`src/rtl/rx_buffer_sequencer.sv`:
```
// rtl/rx_buffer_sequencer.sv - load/playback sequencer between UART receiver and sample buffer RAM
module rx_buffer_sequencer #(
  parameter int ADDR_W   = 4,
  parameter int RD_DELAY = 4,
  parameter int DELAY_W  = 4
) (
  input  logic               CLOCK_50,
  input  logic               rst,
  input  logic               w_RX_DV,
  input  logic               SW,
  output logic               wr_en,
  output logic [ADDR_W:0]    count_w,
  output logic [ADDR_W-1:0]  count_r,
  output logic [DELAY_W-1:0] clk_delay,
  output logic               rd_valid,
  output logic               full,
  output logic               overflow,
  output logic               done
);

  typedef enum logic [1:0] {S_LOAD, S_WAIT, S_READ, S_DONE} state_e;

  localparam logic [ADDR_W:0]    DEPTH_C   = (ADDR_W+1)'(2**ADDR_W);
  localparam logic [ADDR_W:0]    ONE_W     = (ADDR_W+1)'(1);
  localparam logic [DELAY_W-1:0] LAST_WAIT = DELAY_W'(RD_DELAY-1);

  state_e               state_q, state_d;
  logic [ADDR_W:0]      count_w_q, count_w_d;
  logic [ADDR_W-1:0]    count_r_q, count_r_d;
  logic [DELAY_W-1:0]   clk_delay_q, clk_delay_d;
  logic                 overflow_q, overflow_d;
  logic                 full_c;
  logic                 wr_en_c;

  // Write enable: only in LOAD, never while full, and suppressed during reset
  // so a byte strobe coinciding with reset cannot corrupt the RAM.
  assign full_c  = (count_w_q == DEPTH_C);
  assign wr_en_c = (state_q == S_LOAD) & w_RX_DV & ~full_c & ~rst;

  assign wr_en     = wr_en_c;
  assign full      = full_c;
  assign count_w   = count_w_q;
  assign count_r   = count_r_q;
  assign clk_delay = clk_delay_q;
  assign overflow  = overflow_q;
  assign rd_valid  = (state_q == S_READ);
  assign done      = (state_q == S_DONE);

  // State and counter registers with synchronous reset.
  always_ff @(posedge CLOCK_50) begin
    if (rst) begin
      state_q     <= S_LOAD;
      count_w_q   <= '0;
      count_r_q   <= '0;
      clk_delay_q <= '0;
      overflow_q  <= 1'b0;
    end else begin
      state_q     <= state_d;
      count_w_q   <= count_w_d;
      count_r_q   <= count_r_d;
      clk_delay_q <= clk_delay_d;
      overflow_q  <= overflow_d;
    end
  end

  // Next-state logic: byte counting in LOAD, wait/read stepping in playback,
  // and a common abort back to LOAD whenever SW drops during playback.
  always_comb begin
    state_d     = state_q;
    count_w_d   = count_w_q;
    count_r_d   = count_r_q;
    clk_delay_d = clk_delay_q;
    overflow_d  = overflow_q;
    case (state_q)
      S_LOAD: begin
        if (wr_en_c) count_w_d = count_w_q + ONE_W;
        if (w_RX_DV && full_c) overflow_d = 1'b1;
        if (SW) begin
          clk_delay_d = '0;
          state_d     = (count_w_d != '0) ? S_WAIT : S_DONE;
        end
      end
      S_WAIT: begin
        if (!SW) begin
          state_d     = S_LOAD;
          count_r_d   = '0;
          clk_delay_d = '0;
        end else if (clk_delay_q == LAST_WAIT) begin
          state_d     = S_READ;
          clk_delay_d = '0;
        end else begin
          clk_delay_d = clk_delay_q + 1'b1;
        end
      end
      S_READ: begin
        if (!SW) begin
          state_d     = S_LOAD;
          count_r_d   = '0;
          clk_delay_d = '0;
        end else if (({1'b0, count_r_q} + ONE_W) == count_w_q) begin
          state_d = S_DONE;
        end else begin
          count_r_d = count_r_q + 1'b1;
          state_d   = S_WAIT;
        end
      end
      S_DONE: begin
        if (!SW) begin
          state_d     = S_LOAD;
          count_r_d   = '0;
          clk_delay_d = '0;
        end
      end
      default: state_d = S_LOAD;
    endcase
  end

endmodule
```
`config.mk`:
```
export PLATFORM = sky130hd
export DESIGN_NAME = rx_buffer_sequencer
export DESIGN_NICKNAME = d
export VERILOG_FILES = /design/src/rtl/rx_buffer_sequencer.sv
export SDC_FILE = /design/constraint.sdc
export NUM_CORES = 1
export LEC_CHECK = 0
export CAP_MARGIN = 20
export CORE_MARGIN = 2
export CORE_UTILIZATION = 25
export CTS_CLUSTER_SIZE = 40
export DETAILED_ROUTE_END_ITERATION = 7
export HOLD_SLACK_MARGIN = 0.15
export PLACE_DENSITY = 0.54
export SLEW_MARGIN = 20
export SYNTH_ARGS = -nofsm -noshare
export SYNTH_HDL_FRONTEND = slang
export SYNTH_SLANG_ARGS = --single-unit
export TNS_END_PERCENT = 30
```
`constraint.sdc`:
```
create_clock -name CLOCK_50 -period 3.2 [get_ports CLOCK_50]
set_clock_uncertainty 0.15 [all_clocks]
set_input_delay 0.48 -clock CLOCK_50 [delete_from_list [all_inputs] [get_ports CLOCK_50]]
set_output_delay 0.48 -clock CLOCK_50 [all_outputs]
set_load 0.03 [all_outputs]
```
==> results of run 1 <==
[area by class of cell]
class | count | area [um2]
Fill cell | 445 | 2690
Inverter | 6 | 22.5
Sequential cell | 16 | 320
Multi-Input combinational cell | 91 | 659
Timing Repair Buffer | 22 | 215
Clock buffer | 4 | 55.1
Tap cell | 50 | 62.6
[Yosys cell counts, types with 2 or more instances]
master	count	share of area
dfxtp_1	16	0.31
inv_1	6	0.021
buf_2	2	0.0095
nand2b_1	3	0.018
a21oi_1	8	0.038
xnor2_1	4	0.033
buf_6	2	0.021
nand4_1	3	0.018
nor3b_1	2	0.014
nor4_1	2	0.012
xor2_1	5	0.042
nand3_1	2	0.0095
nand4b_1	2	0.017
ha_1	4	0.048
o21bai_1	2	0.014
nor2b_1	3	0.018
clkbuf_1	2	0.0072
a22oi_1	2	0.014
nand2_1	5	0.018
a31oi_1	3	0.018
o21ai_0	3	0.014
nor2_1	17	0.061
[worst max-delay path, stage by stage, from the launching register on]
cell and delay [ns]:
dfxtp_1 0.50, inv_1 0.11, ha_1 0.21, and4bb_2 0.25, clkdlybuf4s50_1 0.60
[sequential cells by signal, indices dropped and copies added (netlist names)]
register / count
count_r: 4
clk_delay: 4
overflow: 1
count_w: 5
state_q: 2
[path summary, 6_finish.rpt]
kind              start          to  slack, ns  depth (start not counted)
min            overflow    overflow       0.33                          2
max reg2reg  count_r[0]  count_r[1]       1.00                          6
min reg2reg    overflow    overflow       0.33                          2
max          count_w[0]        full       0.66                          4
[kinds of logic (layout without fill, tap and decap cells)]
kind of cell | after synthesis | in the layout | share of synthesized area
fa+ha+maj | 4 | 4 | 0.0477
flops | 16 | 16 | 0.305
mux | 3 | 3 | 0.0346
simple gates | 48 | 48 | 0.272
buf+inv | 13 | 32 | 0.0667
compound gates | 27 | 27 | 0.199
xor+xnor | 9 | 9 | 0.0751
[through the flow]
step | instance area [um2] | cells | hold WS [ns] | worst slack [ns] | power [mW]
6_report | 1340 | 189 | 0.331 | 0.657 | 0.479
3_3_place_gp | 1280 | 185 | 0.315 | 0.771 | 0.299
2_1_floorplan | 1050 | 120 | 0.415 | 0.898 | 0.280
4_1_cts | 1340 | 189 | 0.344 | 0.638 | 0.488
5_1_grt | 1340 | 189 | 0.367 | 0.573 | 0.503
3_5_place_dp | 1280 | 185 | 0.318 | 0.740 | 0.301
[metal layers]
metal	GRT usage	part of all wire	vias to the layer above
met5	0	0	-
met4	0.0368	0.015	0
met3	0.0357	0.040	4
met2	0.185	0.46	17
met1	0.153	0.49	442
li1	-	-	468
[power by group through the flow]
stage	Clock (mW)	Sequential [mW]	Combinational, mW
floorplan	0	0.219	0.0618
global placement	0	0.220	0.0792
detailed placement	0	0.220	0.0803
CTS	0.192	0.216	0.0808
global route	0.198	0.217	0.0875
finish	0.183	0.216	0.0805
==> metrics.md, run 1 <==
| Metric | Value |
|---|---|
| Outcome | completed |
| Grt ovf | 0 |
| Switching Share | 0.269 |
| Clock power frac | 0.382 |
| H-tree Lvls | 1 |
| Fmax | 393 MHz |
| Hold Fails Final Rpt | 0 |
| Fin util | 0.331 |
| EDFF count, synth | 0 |
| Area Growth Syn to Fin | 27.2% |
| Commonest non-fill, non-tap cell in the layout | clkdlybuf4s50_1 |
| Post-route setup TNS | 0 ns |
| Die Wd | 68.8 um |
| Starting Density | 0.261 |
| Post-Syn Area per Cell | 8.75 um2 |
| Combinational Power Share | 0.168 |
| Part of the cycle the worst path needs | 0.795 |
| Crit Path Max Fanout | 7 |
| Hold buffers post-CTS | 0 |
| RSZ-0062 raised after global routing | false |
| Sequential power share | 0.450 |
| Clk root buf | clkbuf_8 |
| TritonCTS clock tree | built |
| CP Launch Type | flop |
| Fin crit period | 2.54 ns |
| # port buffers | 21 |
| Share of cells above drive strength 1 | 0.122 |
| Count of different cell masters after synthesis | 44 |
| Post-synthesis sequential area ratio | 0.305 |
| Clk slew on worst S/H paths | 0.06 ns |
| # rows | 23 |
| Synth Warn # | 0 |
| CTS buffer count | 3 |
| Vias | 931 |
| Worst IR Drop VDD | approximately 0.00015 V |
| GP Congestion | between 0.8 and 0.9 |
| Worst min-delay path class | flop to flop |
| I/O pin cnt | 22 |
| Die area | 4730 um2 |
| Vias per inst | 4.93 |
| Count of final max-slew check failures | 0 |
| ANT cells | 0 |
| Static Leak | 0.486 nW |
| Post-CTS Resized | 0 |
| Gr usage total | 0.117 |
| CP endpoint kind | output pin |
| Ys flop type | dfxtp_1 |
| Synth Net Count | 128 |
| Starting DRT DRC Count | 54 |
| Clock buffer depth | 2 |
| # setup viols final | 0 |
| Iteration count of the initial detailed-routing pass | 4 |
| Synth Instances | 120 |
| Initial antenna violation count | 0 |
| First-pass GRT wire length | between 4000 and 5000 um |
| Power Internal | 350 uW |
| Nets@finish | 148 |
| Synthesized area | 1050 um2 |
| Post-DP HPWL | 1840 um |
| Residual DRC | 0 |
| Vias in the first global route | 879 |
| Core area | roughly 4000 um2 |
| CP required | 2.57 ns |
| Worst slew pin tran | 0.448 ns |
| Sw Pwr | 129 uW |
| Crit path DAT | 1.91 ns |
| Slew HR | 0.701 |
| Post-synthesis async set-or-reset flop share | 0 |
| Post-CTS setup buffer count | 0 |
| Kind of critical path | flop to output pin |
| Worst-skew pair later-pin latency | 0.26 ns |
| P per Cell Area | 359 nW/um2 |
| FF+latch count, synth | 16 |
| Routed len/inst | 13.1 um |
| Max_cap viols | 0 |
| Largest net degree at the start of global routing | 19 |
| Die H | 68.8 um |
| Routed Antenna Nets | 0 |
| Post-Route WL | 2480 um |
| Clock sink count | 16 |
| Most frequent cells in the layout | clkdlybuf4s50_1, nor2_1, dfxtp_1, a21oi_1, inv_1 |
Note: power is estimated with default switching activity, not from simulation.
==> run 2: changes to the inputs <==
--- a/config.mk
+++ b/config.mk
@@ -11,7 +11,7 @@
 export CTS_CLUSTER_SIZE = 40
 export DETAILED_ROUTE_END_ITERATION = 7
 export HOLD_SLACK_MARGIN = 0.15
-export PLACE_DENSITY = 0.54
+export PLACE_DENSITY = 0.56
 export SLEW_MARGIN = 20
 export SYNTH_ARGS = -nofsm -noshare
 export SYNTH_HDL_FRONTEND = slang
==> constraint.sdc (replaced) <==
create_clock -name CLOCK_50 -period 2.1 [get_ports CLOCK_50]
set_clock_uncertainty 0.15 [all_clocks]
set_input_delay 0.315 -clock CLOCK_50 [delete_from_list [all_inputs] [get_ports CLOCK_50]]
set_output_delay 0.315 -clock CLOCK_50 [all_outputs]
set_load 0.03 [all_outputs]
==> run 2 against run 1 <==
Worst setup slack got worse by 0.58 ns. Sequential share of layout area is 1.3 points lower. Largest cell class unchanged. First-iteration DRC count is 48% lower. Core utilization increased by 2.5 points. Clock power rose by 51%. Die area did not move. Sequential power increased by 51%. Cell area up 7.7%.
==> metrics.md, run 2 (synthesis gave the netlist of run 1 again) <==
| Metric | Value |
|---|---|
| Outcome | completed (unchanged) |
| Worst-skew pair later-pin latency | 0.25 ns (was 0.26 ns) |
| P per Cell Area | 517 nW/um2 (was 359 nW/um2) |
| # rows | 23 (unchanged) |
| Largest net degree at the start of global routing | 19 (unchanged) |
| CP Launch Type | flop (unchanged) |
| Fin crit period | 2.02 ns |
| ANT cells | 0 (unchanged) |
| Iteration count of the initial detailed-routing pass | 3 (was 4) |
| # port buffers | 21 (unchanged) |
| Residual DRC | 0 (unchanged) |
| Clock sink count | 16 (unchanged) |
| CTS buffer count | 3 (unchanged) |
| Vias | 950 (was 931) |
| Hold buffers post-CTS | 0 (unchanged) |
| Crit path DAT | 1.56 ns (was 1.91 ns) |
| Kind of critical path | flop to output pin (unchanged) |
| Worst-path cell chain | buf_4, nor4b_4, nor2b_4, buf_4, buf_4 (was inv_1, ha_1, and4bb_2, clkdlybuf4s50_1) |
| Share of cells above drive strength 1 | 0.221 (was 0.122) |
| Multi-input logic area | 677 um2 (was 659 um2) |
| Nets@finish | 158 (was 148) |
| Design Power | 744 uW (was 479 uW) |
| Post-Route WL | 2530 um (was 2480 um) |
| Grt ovf | 0 (unchanged) |
| Post-CTS setup buffer count | 0 (unchanged) |
| Initial antenna violation count | 0 (unchanged) |
| Largest register FFs | 5 (unchanged) |
| Hold Fails Final Rpt | 0 (unchanged) |
| Part of the cycle the worst path needs | 0.963 |
| Fillers | 423 (was 445) |
| Clk slew on worst S/H paths | 0.07 ns (was 0.06 ns) |
| Routed len/inst | 12.7 um (was 13.1 um) |
| Met2 WL post-DR | 1240 um (was 1130 um) |
| I/O pin cnt | 22 (unchanged) |
| Die H | 68.8 um (unchanged) |
| CP max stage delay | 0.38 ns (was 0.60 ns) |
| Area Growth Syn to Fin | 36.9% (was 27.2%) |
| Static Leak | 0.576 nW (was 0.486 nW) |
| Clk root buf | clkbuf_8 (unchanged) |
| CP required | 1.63 ns (was 2.57 ns) |
| Vias per inst | 4.77 (was 4.93) |
| Clock buffer depth | 2 (unchanged) |
| RSZ-0062 raised after global routing | true (was false) |
| Worst path slowest cell | dfxtp_1 (was clkdlybuf4s50_1) |
| Count of final max-slew check failures | 0 (unchanged) |
| FF+latch area | 327 um2 (was 320 um2) |
| Starting DRT DRC Count | 28 (was 54) |
| GP Congestion | 0.768 (was 0.836) |
| # setup viols final | 0 (unchanged) |
| Slew HR | 0.672 (was 0.701) |
| Post-DP HPWL | 1940 um (was 1840 um) |
| Die Wd | 68.8 um (unchanged) |
| Met1 wire length | 1210 um (about the same) |
| TritonCTS clock tree | built (unchanged) |
| H-tree Lvls | 1 (unchanged) |
| Max_cap viols | 0 (unchanged) |
| Crit Path Max Fanout | 8 (was 7) |
| Vias in the first global route | 922 (was 879) |
| Worst IR Drop VDD | 0.000247 V (was 0.000148 V) |
| Fmax | 494 MHz |
| WL met3 | 65 um (was 98 um) |
| CP endpoint kind | output pin (unchanged) |
| Worst slew pin tran | 0.491 ns (was 0.448 ns) |
| Gr usage total | 0.118 (was 0.117) |
| First-pass GRT wire length | 4280 um (was 4110 um) |
| Routed Antenna Nets | 0 (unchanged) |
| Worst min-delay path class | flop to flop (unchanged) |
| Core area | 4030 um2 (unchanged) |
| Top Metal Used | met4 (unchanged) |
| Most frequent cells in the layout | nor2_1, clkdlybuf4s50_1, buf_4, dfxtp_1, a21oi_1 (was clkdlybuf4s50_1, nor2_1, dfxtp_1, a21oi_1, inv_1) |
| Post-route setup TNS | 0 ns (unchanged) |
| Die area | 4730 um2 (unchanged) |
| Starting Density | 0.261 (unchanged) |
| CP dominant cell by count | buf_4 |
run 2: cell types whose count changed in the layout (fill, tap and decap cells not counted):
cell	change
buf_4	+10
clkdlybuf4s50_1	-3
dfxtp_1	-5
dfxtp_2	+5
dlygate4sd2_1	+1
dlymetal6s2s_1	+2
ha_1	-1
ha_4	+1
nor2b_2	-1
nor2b_4	+1
run 2: metrics by stage:
step	worst slack (ns)	utilization	cells	hold WS, ns	area, um2
after detailed placement	-0.0606	0.338	195	0.323	1360
final	0.0768	0.357	199	0.343	1440
after CTS	0.0227	0.351	199	0.345	1420
after floorplan	-0.0499	-	120	0.322	1050
after global routing	-0.00606	0.357	199	0.407	1440
after global placement	-0.00166	0.338	195	0.306	1360
run 2: area by class of cell:
class / instances / area share
Timing Repair Buffer: 32 / 0.205
Tap cell: 50 / 0.0435
Multi-Input combinational cell: 91 / 0.471
Clock buffer: 4 / 0.0383
Inverter: 6 / 0.0157
Sequential cell: 16 / 0.227
run 2: repair_timing:
action | 4_1_cts | 5_1_grt
gates resized for setup | 2 | 5
setup endpoints to repair | 3 | 7
pin swaps | 0 | 1
gates cloned | 0 | 0
hold endpoints to repair | 0 | 0
run 2: worst paths after layout:
path / start / endpoint / slack (ns) / depth (start not counted)
max: state_q[0] / wr_en / 0.08 / 5
min: overflow / overflow / 0.34 / 2
max reg2reg: count_r[0] / count_r[1] / 0.16 / 6
min reg2reg: overflow / overflow / 0.34 / 2
run 2: critical path, delay by kind of cell, from the launching register on:
family,cells,cell delay [ns]
buf+inv,3,0.48
simple gates,2,0.45
flops,1,0.38
run 2: routing by layer:
layer	global-route usage	vias up
li1	-	489
met1	0.147	448
met2	0.213	11
met3	0.0195	2
met4	0.0221	0
met5	0	-
run 2: power by group:
part	total (mW)	internal (mW)	switching, mW	leakage (nW)
combinational	0.142	0.0690	0.0730	0.416
sequential	0.326	0.312	0.0138	0.132
clock	0.276	0.166	0.110	0.0288
==> run 3: changes to the inputs <==
--- a/config.mk
+++ b/config.mk
@@ -6,7 +6,7 @@
 export NUM_CORES = 1
 export LEC_CHECK = 0
 export CAP_MARGIN = 20
-export CORE_MARGIN = 2
+export CORE_MARGIN = 4
 export CORE_UTILIZATION = 25
 export CTS_CLUSTER_SIZE = 40
 export DETAILED_ROUTE_END_ITERATION = 7
==> run 3 against run 2 <==
Cell count decreased by 0.50%. Hold slack gained 0.0063 ns. Core utilization decreased by 0.62 points. Non-clock buffer count unchanged. Sequential share of layout area rose by 0.49 points. Die area rose by 12%. Maximum frequency down 1.7%. Sequential power hardly changed. First-iteration DRC count rose by 21%. Worst setup slack worse by 0.034 ns. Cell area fell by 1.7%. Critical path type unchanged. Critical endpoint is now rd_valid. Largest power group unchanged. Highest routed layer unchanged.
==> metrics.md, run 3 (synthesis gave the netlist of run 1 again) <==
| Metric | Value |
|---|---|
| Outcome | completed (unchanged) |
| Worst IR Drop VDD | 0.000161 V (was 0.000247 V) |
| Worst min-delay path class | flop to flop (unchanged) |
| Die area | 5300 um2 (was 4730 um2) |
| CP Launch Type | flop (unchanged) |
| Starting DRT DRC Count | 34 (was 28) |
| H-tree Lvls | 1 (unchanged) |
| Cells after DPL | 195 (unchanged) |
| Fin worst setup slack | 0.0425 ns (was 0.0768 ns) |
| Starting Density | 0.261 (unchanged) |
| FF+latch area | 328 um2 (was 327 um2) |
| ANT cells | 0 (unchanged) |
| Post-CTS setup buffer count | 0 (unchanged) |
| # rows | 23 (unchanged) |
| Routed len/inst | 13.0 um (was 12.7 um) |
| Commonest non-fill, non-tap cell in the layout | clkdlybuf4s50_1 |
| Design Power | 700 uW (was 744 uW) |
| Post-Route WL | 2570 um (was 2530 um) |
| Kind of critical path | flop to output pin (unchanged) |
| TritonCTS clock tree | built (unchanged) |
| Nets@finish | 158 (unchanged) |
| Grt ovf | 0 (unchanged) |
| Vias | 968 (was 950) |
| Worst R2R Setup Slack | 0.12 ns (was 0.16 ns) |
| Post-DP HPWL | 1960 um (was 1940 um) |
| CTS buffer count | 3 (unchanged) |
| I/O pin cnt | 22 (unchanged) |
| Die H | 72.8 um (was 68.8 um) |
| Static Leak | 0.553 nW (was 0.576 nW) |
| Post-Place Setup Slack | -0.0693 ns (was -0.0606 ns) |
| Worst slew pin tran | 0.458 ns (was 0.491 ns) |
| Reg-to-reg startpoint | count_r[0] (unchanged) |
| Gr usage total | 0.101 (was 0.118) |
| First-pass GRT wire length | 4310 um (was 4280 um) |
| Max_cap viols | 0 (unchanged) |
| Die Wd | 72.8 um (was 68.8 um) |
| Reg2reg path depth | 6 (unchanged) |
| Hold wc startpoint | overflow (unchanged) |
| Share of cells above drive strength 1 | 0.223 (was 0.221) |
| GP Congestion | 0.783 (was 0.768) |
| Fmax | 486 MHz (was 494 MHz) |
| Vias in the first global route | 939 (was 922) |
| Clk slew on worst S/H paths | 0.06 ns (was 0.07 ns) |
| Multi-input logic area | 667 um2 (was 677 um2) |
| Clock buffer depth | 2 (unchanged) |
| Most frequent cells in the layout | clkdlybuf4s50_1, nor2_1, buf_4, dfxtp_1, a21oi_1 (was nor2_1, clkdlybuf4s50_1, buf_4, dfxtp_1, a21oi_1) |
| Fin util | 0.351 (was 0.357) |
| Area after DPL | 1360 um2 (unchanged) |
| RR Endpoint | count_r[1] (unchanged) |
| Post-Layout Inst Area | 1410 um2 (was 1440 um2) |
| Worst-skew pair later-pin latency | 0.25 ns (about the same) |
| RSZ-0062 raised after global routing | false (was true) |
| Largest net degree at the start of global routing | 19 (unchanged) |
| Residual DRC | 0 (unchanged) |
| Routed Antenna Nets | 0 (unchanged) |
| Count of final max-slew check failures | 0 (unchanged) |
| Iteration count of the initial detailed-routing pass | 4 (was 3) |
| P per Cell Area | 496 nW/um2 (was 517 nW/um2) |
| CP endpoint kind | output pin (unchanged) |
| Area Growth Syn to Fin | 34.6% (was 36.9%) |
| Vias per inst | 4.89 (was 4.77) |
| Initial antenna violation count | 0 (unchanged) |
| Critical Path End | rd_valid (was wr_en) |
| Hold Fails Final Rpt | 0 (unchanged) |
| # port buffers | 21 (unchanged) |
| Slew HR | 0.694 (was 0.672) |
| Final Non-Filler Cells | 198 (was 199) |
| Hold buffers post-CTS | 0 (unchanged) |
| # setup viols final | 0 (unchanged) |
| Fillers | 434 (was 423) |
| Critical Path Start | state_q[1] (was state_q[0]) |
| CP required | 1.63 ns (about the same) |
| Crit path DAT | 1.59 ns (was 1.56 ns) |
| Clock sink count | 16 (unchanged) |
| Clk root buf | clkbuf_8 (unchanged) |
| Fin crit period | 2.06 ns (was 2.02 ns) |
| Part of the cycle the worst path needs | 0.980 (was 0.963) |
| Core area | 4030 um2 (unchanged) |
| Crit Path Max Fanout | 10 (was 8) |
| Largest register FFs | 5 (unchanged) |
run 3: area by class of cell:
class	instances	share of cell area
multi-input cells	91	0.472
flip-flops and latches	16	0.232
repair buffers	32	0.206
well taps	50	0.0443
clock buffers	3	0.0292
inverters	6	0.0159
run 3: timing repair:
| action | CTS | global route |
|---|---|---|
| setup endpoints to repair | 3 | 6 |
| resized for setup | 2 | 4 |
| pin swaps | 0 | 1 |
run 3: worst min-delay path by stage:
| stage | cells past startpoint | slack, ns | to |
|---|---|---|---|
| detailed placement | 2 | 0.32 | overflow |
| floorplan | 2 | 0.32 | overflow |
| CTS | 2 | 0.34 | overflow |
| finish | 2 | 0.35 | overflow |
| global placement | 2 | 0.31 | overflow |
| global route | 1 | 0.37 | count_r[1] |
run 3: routing by layer:
| layer | global-route usage | vias up | part of all wire |
|---|---|---|---|
| met5 | 0 | - | 0 |
| met4 | 0.0348 | 0 | 0.018 |
| met3 | 0.0262 | 6 | 0.048 |
| met2 | 0.176 | 24 | 0.48 |
| met1 | 0.119 | 452 | 0.46 |
| li1 | - | 486 | - |
run 3: power breakdown:
group          internal [mW]  switching (mW)  total, mW  leakage (nW)
sequential             0.312          0.0130      0.325         0.132
combinational         0.0689          0.0736      0.142         0.399
clock                  0.127           0.106      0.233        0.0216
run 3: worst max-delay path: stages, from the launching register on:
cell	delay, ns
dfxtp_2	0.46
and2b_2	0.22
clkdlybuf4s50_1	0.67
run 3: metrics by stage:
stage	hold WS (ns)	TNS [ns]
after floorplan	0.322	-0.0499
after detailed placement	0.324	-0.0693
after CTS	0.342	0
final	0.349	0
after global routing	0.373	0
after global placement	0.306	-0.00421
